$ cat src/rtl/shift_ex_pipe.sv
// rtl/shift_ex_pipe.sv - two-stage execute wrapper around the MIPS32 barrel shifter
module shift_ex_pipe #(
  parameter int CNT_W = 16
) (
  input  logic             clk,
  input  logic             rst,
  input  logic             in_valid,
  output logic             in_ready,
  input  logic [5:0]       funct,
  input  logic             rot,
  input  logic [4:0]       shamt,
  input  logic [31:0]      rs_val,
  input  logic [31:0]      rt_val,
  input  logic [4:0]       rd_addr,
  input  logic             flush,
  output logic [31:0]      Shift_in,
  output logic [4:0]       Shift_amount,
  output logic [1:0]       Shift_op,
  input  logic [31:0]      Shift_out,
  output logic             out_valid,
  input  logic             out_ready,
  output logic [31:0]      out_data,
  output logic [4:0]       out_rd,
  output logic             out_err,
  output logic [CNT_W-1:0] op_count
);

  logic        s1_valid, s2_valid;
  logic [31:0] s1_rt;
  logic [4:0]  s1_amt, s1_rd;
  logic [1:0]  s1_op;
  logic        s1_err;
  logic [31:0] s2_data;
  logic [4:0]  s2_rd;
  logic        s2_err;

  logic [1:0]  dec_op;
  logic [4:0]  dec_amt;
  logic        dec_err;
  logic        s2_free, s1_adv, s1_load, fire;

  // Unsupported functs pass rt through unchanged (SLL by 0) and flag an error.
  always_comb begin
    dec_op  = 2'b00;
    dec_amt = 5'd0;
    dec_err = 1'b0;
    case (funct)
      6'b000000: begin dec_op = 2'b00;                  dec_amt = shamt;       end
      6'b000010: begin dec_op = rot ? 2'b11 : 2'b01;    dec_amt = shamt;       end
      6'b000011: begin dec_op = 2'b10;                  dec_amt = shamt;       end
      6'b000100: begin dec_op = 2'b00;                  dec_amt = rs_val[4:0]; end
      6'b000110: begin dec_op = rot ? 2'b11 : 2'b01;    dec_amt = rs_val[4:0]; end
      6'b000111: begin dec_op = 2'b10;                  dec_amt = rs_val[4:0]; end
      default:   dec_err = 1'b1;
    endcase
  end

  assign s2_free  = !s2_valid || out_ready;
  assign s1_adv   = s1_valid && s2_free;
  assign in_ready = !s1_valid || s2_free;
  assign s1_load  = in_valid && in_ready && !flush;
  assign fire     = s2_valid && out_ready;

  assign Shift_in     = s1_rt;
  assign Shift_amount = s1_amt;
  assign Shift_op     = s1_op;
  assign out_valid    = s2_valid;
  assign out_data     = s2_data;
  assign out_rd       = s2_rd;
  assign out_err      = s2_err;

  always_ff @(posedge clk or posedge rst) begin
    if (rst) begin
      s1_valid <= 1'b0;
      s1_rt    <= '0;
      s1_amt   <= '0;
      s1_rd    <= '0;
      s1_op    <= '0;
      s1_err   <= 1'b0;
    end else begin
      if (flush)        s1_valid <= 1'b0;
      else if (s1_load) s1_valid <= 1'b1;
      else if (s1_adv)  s1_valid <= 1'b0;
      if (s1_load) begin
        s1_rt  <= rt_val;
        s1_amt <= dec_amt;
        s1_rd  <= rd_addr;
        s1_op  <= dec_op;
        s1_err <= dec_err;
      end
    end
  end

  always_ff @(posedge clk or posedge rst) begin
    if (rst) begin
      s2_valid <= 1'b0;
      s2_data  <= '0;
      s2_rd    <= '0;
      s2_err   <= 1'b0;
    end else begin
      if (flush)          s2_valid <= 1'b0;
      else if (s1_adv)    s2_valid <= 1'b1;
      else if (out_ready) s2_valid <= 1'b0;
      if (s1_adv) begin
        s2_data <= Shift_out;
        s2_rd   <= s1_rd;
        s2_err  <= s1_err;
      end
    end
  end

  // Saturating handoff counter; a handoff in a flush cycle still counts.
  always_ff @(posedge clk or posedge rst) begin
    if (rst)
      op_count <= '0;
    else if (fire && (op_count != {CNT_W{1'b1}}))
      op_count <= op_count + {{(CNT_W-1){1'b0}}, 1'b1};
  end

endmodule

$ cat config.mk
export PLATFORM = sky130hd
export DESIGN_NAME = shift_ex_pipe
export DESIGN_NICKNAME = d
export VERILOG_FILES = /design/src/rtl/shift_ex_pipe.sv
export SDC_FILE = /design/constraint.sdc
export NUM_CORES = 1
export LEC_CHECK = 0
export CAP_MARGIN = 20
export CELL_PAD_IN_SITES_DETAIL_PLACEMENT = 0
export CELL_PAD_IN_SITES_GLOBAL_PLACEMENT = 1
export CORE_MARGIN = 2
export CORE_UTILIZATION = 33
export DETAILED_ROUTE_END_ITERATION = 16
export PLACE_DENSITY_LB_ADDON = 0.1
export SYNTH_ARGS = -nofsm -noshare
export SYNTH_HDL_FRONTEND = slang
export SYNTH_SLANG_ARGS = --single-unit
$ cat constraint.sdc
create_clock -name clk -period 6.87 [get_ports clk]
set_input_delay 1.374 -clock clk [delete_from_list [all_inputs] [get_ports clk]]
set_output_delay 1.374 -clock clk [all_outputs]
set_load 0.1 [all_outputs]
==> flow_summary.ini, run 1 <==
[hold_path]
hp-class = reg -> reg
min_from = Shift_op[0]

[synth]
synth_seq_area_share_pct = 61.3
synth-edff-count = 0
post-synth-top-area-fraction_pct = 61.3
synth_cells = 288
yosysTopAreaCell = dfrtp_1
synth_cell_types = 35
synthArstFlopShare_pct = 100
synth.avg_cell_area_um2 = 14.3
netlist_area_um2 = 4120
yosys_warnings = 0
yosysMostFrequentCell = dfrtp_1
synth_area_leaders = dfrtp_1 (61%), mux2_2 (18%), mux2_4 (3.6%), mux2i_1 (1.5%), nand2_1 (1.5%)
synthTopCellsByCount = dfrtp_1 (101), mux2_2 (66), nand2_1 (16)
syn-num-nets = 407
synthFlopType = dfrtp_1
ys_ff_latch = 101

[setup_path]
start_kind = primary input
cpMostUsedCell = clkdlybuf4s50_1
worst-endpoint-arrival_ns = 3.35
cpPeakStageDelay_ns = 1.14
worstPathMaxFanout = 5
crit_buf_inv = 3
slowest_stage = clkdlybuf4s50_1
path_cells = clkdlybuf4s50_1, and3b_1, inv_1, clkdlybuf4s50_1
cp-startpoint = out_ready
crit_path_end_kind = primary output
crit_required_ns = 5.50
crit_family = buffers and inverters
r2r-start = out_valid
crit_type = in -> out

[drt]
drt_iter0_markers = 152
ant_nets = 0
drt_wl_total_um = 9980
wl_per_cell_um = 15.5
vias = 2958
drtPass1Iterations = 4
viasPerCell = 4.58
drc_errors = 0

[power]
vdd_ir_drop_max_v = 0.000231
p_leak_nw = 2.74
p_per_area_nw_per_um2 = 351

[final_layout]
fin_cells = 646
stdcell_area_um2 = 6470
nets = 592
n_fill_cell = 1089
area_growth_pct = 57.1
diodes = 0
final_util_pct = 53.4
drive_gt1_share_pct = 20.7

[floorplanning]
design.core.area_um2 = 12100
io_pins = 213
die_area_um2 = 13400
die_h_um = 116
rows = 40
start_util_pct = 34.0
die_width_um = 116

[cts]
cts_htree_levels = 3
cts_inserted_buffers = 9
clockBufferDepth = 2
insertion_delay_ns = 0.34
clock-sinks = 101
cts.clk_slew.worst_paths_ns = 0.06
post-cts-setup-buffer-count = 0
clock-root-buffer = clkbuf_16
post_cts_resized = 0
cts-hold-fix-buffers = 0
cts_tree = done

[timing]
fin_ws_ns = 2.15
slew_viol_final = 0
period_minus_slack_ns = 4.72
setup_violations = 0
max-slew-margin-rel_pct = 31.5
fin_skew_ns = 0.00610
max_freq_ghz = 0.212
worstMarginPinSlew_ns = 1.02
final.period_utilization_pct = 68.7
finalHoldViolCount = 0
fin_tns_setup_ns = 0
grt_setup_unrepaired = false

[grt]
grt_overflow = 0
grt_pass1_wl_um = 15500
grt_pass1_vias = 2935
antenna_found_initial = 0
grt_usage_pct = 15.3
grt_max_degree = 55

[job]
maxCapViolations = 0

[placed_design]
port_buffers = 185
place_inst = 629
place_ws_ns = 2.16
hpwl_um = 7150
dpl_cell_area_um2 = 6120
gp_congestion = 0.765

[status]
outcome = complete, no violations
==> layer usage <==
layer  wire length, um  vias to the layer above  GRT usage (%)
met3               999                        7           7.53
met2              4730                      115           23.9
met1              4160                     1445           18.9
li1                  -                     1391              -
met5                 0                        -              0
met4                99                        0           4.29
==> cell families after synthesis <==
| group | Yosys count | synth area share [%] |
|---|---|---|
| DFF | 101 | 61.3 |
| buffers and inverters | 17 | 2.28 |
| AOI/OAI and AO/OA | 16 | 2.40 |
| and+or+nand+nor | 61 | 8.41 |
| muxes | 82 | 23.1 |
| xor gates and xnor gates | 10 | 2.13 |
| adders and majority gates | 1 | 0.304 |
==> power by group <==
part | switching [W] | leakage [nW] | internal (W) | total [W]
clock | 0.000215 | 0.156 | 0.000340 | 0.000555
sequential | 0.0000523 | 1.23 | 0.000682 | 0.000734
combinational | 0.000724 | 1.36 | 0.000259 | 0.000983
==> worst paths after layout <==
path                                      to  depth (start not counted)  slack (ns)
max in group asynchronous       Shift_in[11]                          3        4.27
worst max-delay path                in_ready                          4        2.15
worst min register to register   Shift_op[0]                          2        0.48
min in group asynchronous        Shift_op[0]                          2        1.45
worst min-delay path             Shift_op[0]                          2        0.48
worst max register to register        s1_err                          4        4.90
==> cell usage in the layout, fill, tap and decap left out, drive strengths merged, types with 2 or more instances in the layout <==
cell type | synthesis | layout
nor4 | 3 | 3
and3 | 3 | 3
mux2 | 76 | 76
inv | 4 | 4
bufinv | 0 | 2
o21ai | 9 | 9
xor2 | 6 | 6
clkdlybuf4s50 | 0 | 185
nand3 | 5 | 5
nand2b | 2 | 2
nor3 | 6 | 6
or2 | 2 | 2
nor2 | 9 | 9
mux2i | 6 | 6
and4 | 2 | 2
xnor2 | 4 | 4
o31ai | 2 | 2
nand2 | 16 | 16
clkbuf | 3 | 13
buf | 10 | 2
nand4 | 8 | 8
dfrtp | 101 | 101
==> through the flow <==
stage / total power, W / hold slack (ns)
finish: 0.00227 / 0.482
global route: 0.00237 / 0.499
CTS: 0.00230 / 0.486
detailed placement: 0.00173 / 0.472
global placement: 0.00173 / 0.466
floorplan: 0.00147 / 0.475
==> sequential cells by signal, summed over array words and instances, names as in the netlist <==
signal and count:
out_data 32, out_rd 5, s1_err 1, out_valid 1, op_count 16, Shift_op 2, s1_valid 1, Shift_in 32
out_err 1, s1_rd 5, Shift_amount 5
==> worst reg2reg max path, delay by kind of cell, from the launching register on <==
family / cells / cell delay [ns]
compound gates: 1 / 0.16
flops: 1 / 0.44
simple gates: 3 / 1.22
==> area by class of cell <==
class	count	area (um2)	share of cell area, %
Clock buffer	13	260	4.02
Clock inverter	3	67.6	1.04
Inverter	4	17.5	0.271
Multi-Input combinational cell	170	1500	23.2
Sequential cell	101	2530	39.1
Tap cell	168	210	3.25
Timing Repair Buffer	187	1890	29.2
Note: power is estimated with default switching activity, not from simulation.
==> inputs of run 2 (changes only) <==
--- a/config.mk
+++ b/config.mk
@@ -9,7 +9,7 @@
 export CELL_PAD_IN_SITES_DETAIL_PLACEMENT = 0
 export CELL_PAD_IN_SITES_GLOBAL_PLACEMENT = 1
 export CORE_MARGIN = 2
-export CORE_UTILIZATION = 33
+export CORE_UTILIZATION = 30
 export DETAILED_ROUTE_END_ITERATION = 16
 export PLACE_DENSITY_LB_ADDON = 0.1
 export SYNTH_ARGS = -nofsm -noshare
==> constraint.sdc (replaced) <==
create_clock -name clk -period 4.7 [get_ports clk]
set_input_delay 0.94 -clock clk [delete_from_list [all_inputs] [get_ports clk]]
set_output_delay 0.94 -clock clk [all_outputs]
set_load 0.1 [all_outputs]
==> run 2 against run 1 <==
Sequential power grew 46%. Final cell count grew 1.4%. Global-route usage shrank 1.1 points. Sequential share of layout area grew 0.061 points. Routed wire length grew 0.87%. Clock skew is essentially flat. Via count grew 0.74%. Combinational power grew 46%. Clock power grew 34%. Utilization shrank 5.0 points. Critical endpoint unchanged.
==> flow_summary.ini, run 2 (synthesis results as in run 1) <==
[timing]
finalHoldViolCount = 0
slew_viol_final = 0
fin_skew_ns = 0.00641
fin_tns_setup_ns = 0
setup_violations = 0
worstMarginPinSlew_ns = 1.02
period_minus_slack_ns = 3.01
final.period_utilization_pct = 64.1
max_freq_ghz = 0.332
grt_setup_unrepaired = false
max-slew-margin-rel_pct = 31.9

[placed_design]
hpwl_um = 7150
port_buffers = 185
gp_congestion = 0.730
place_inst = 638

[cts]
cts-hold-fix-buffers = 0
cts_tree = done
clock-sinks = 101
clock-root-buffer = clkbuf_16
cts.clk_slew.worst_paths_ns = 0.06
clockBufferDepth = 2
insertion_delay_ns = 0.34
cts_htree_levels = 3
cts_inserted_buffers = 9
post-cts-setup-buffer-count = 0
post_cts_resized = 0

[final_layout]
area_growth_pct = 56.8
nets = 593
fin_cells = 655
diodes = 0
drive_gt1_share_pct = 21.3
mostFrequentLayoutCells = clkdlybuf4s50_1 (184), dfrtp_1 (101), mux2_2 (66), nand2_1 (16), mux2_4 (10)
layout_commonest_cell = clkdlybuf4s50_1

[setup_path]
crit_type = in -> out
crit_required_ns = 3.76
crit_family = buffers and inverters
cpPeakStageDelay_ns = 0.55
slowest_stage = clkdlybuf4s50_1
crit_buf_inv = 3
crit_path_end_kind = primary output
worstPathMaxFanout = 5
worst-endpoint-arrival_ns = 2.07
path_cells = clkdlybuf4s50_1, and3b_1, inv_1, buf_4
start_kind = primary input

[floorplanning]
die_area_um2 = 14700
rows = 42
die_h_um = 121
start_util_pct = 30.9
design.core.area_um2 = 13300
io_pins = 213
die_width_um = 121

[drt]
viasPerCell = 4.55
drt_wl_total_um = 10100
drc_errors = 0
vias = 2980
drtPass1Iterations = 4
wl_per_cell_um = 15.4
drt_iter0_markers = 86
ant_nets = 0

[power]
p_leak_nw = 2.73
p_switching_w = 0.00145
vdd_ir_drop_max_v = 0.000440
p_int_w = 0.00180
p_per_area_nw_per_um2 = 504
seq_power_share_pct = 32.9
pwr-share-clk_pct = 22.9
swShare_pct = 44.6
pwr-share-comb_pct = 44.2

[grt]
grt_max_degree = 66
grt_usage_pct = 14.1
grt_pass1_wl_um = 16000
antenna_found_initial = 0
grt_overflow = 0
grt_pass1_vias = 3045

[job]
maxCapViolations = 0

[hold_path]
hp-class = reg -> reg

[status]
outcome = complete, no violations
run 2: cell types whose count changed in the layout (fill, tap and decap cells not counted):
cell	change
clkinv_2	+1
bufinv_16	-1
clkbuf_1	-1
clkdlybuf4s50_1	-1
clkinv_4	+2
buf_4	+2
clkbuf_8	-1
run 2: cell type report:
| class | count | area [um2] |
|---|---|---|
| inverter | 4 | 17.5 |
| clock buffer | 11 | 243 |
| clock inverter | 5 | 60.1 |
| tap | 176 | 220 |
| fill | 1245 | 6890 |
| timing repair buffer | 188 | 1890 |
| sequential | 101 | 2530 |
| multi-input combinational | 170 | 1500 |
run 2: stage by stage:
stage | hold slack, ns | utilization [%] | power, W | instance area, um2 | setup slack (ns)
floorplan | 0.475 | - | 0.00215 | 4120 | 1.11
global placement | 0.465 | 45.9 | 0.00253 | 6130 | 1.66
detailed placement | 0.477 | 45.9 | 0.00253 | 6130 | 1.64
CTS | 0.492 | 48.2 | 0.00331 | 6430 | 1.70
global route | 0.513 | 48.4 | 0.00340 | 6460 | 1.64
finish | 0.481 | 48.4 | 0.00326 | 6460 | 1.69
run 2: path summary, 6_finish.rpt:
path                            cells after the start         endpoint  slack, ns             from
worst max-delay path                                4         in_ready       1.69        out_ready
worst min-delay path                                2  Shift_amount[4]       0.48  Shift_amount[4]
worst max register to register                      4           s1_err       2.73        out_valid
worst min register to register                      2  Shift_amount[4]       0.48  Shift_amount[4]
max in group asynchronous                           3      out_data[6]       2.75              rst
min in group asynchronous                           2     out_data[30]       1.11              rst
run 2: power by group through the flow:
stage	Combinational [W]	Clock [W]	Sequential (W)
5_1_grt	0.00148	0.000823	0.00109
6_report	0.00144	0.000745	0.00107
3_3_place_gp	0.00144	0	0.00108
4_1_cts	0.00145	0.000786	0.00107
3_5_place_dp	0.00144	0	0.00109
2_1_floorplan	0.000175	0	0.00197
run 2: per-layer routing:
| metal | vias to the layer above | global-route usage, % | share of wire, % | routed length, um |
|---|---|---|---|---|
| met5 | - | 0 | 0 | 0 |
| met4 | 0 | 6.39 | 1.6 | 161 |
| met3 | 11 | 4.23 | 7.6 | 763 |
| met2 | 112 | 22.1 | 48 | 4840 |
| met1 | 1468 | 18.0 | 43 | 4310 |
| li1 | 1389 | - | - | - |
run 2: worst reg2reg max path: cells and delay by family, from the launching register on:
family / cells / cell delay, ns
compound gates: 1 / 0.17
flops: 1 / 0.43
simple gates: 3 / 1.23
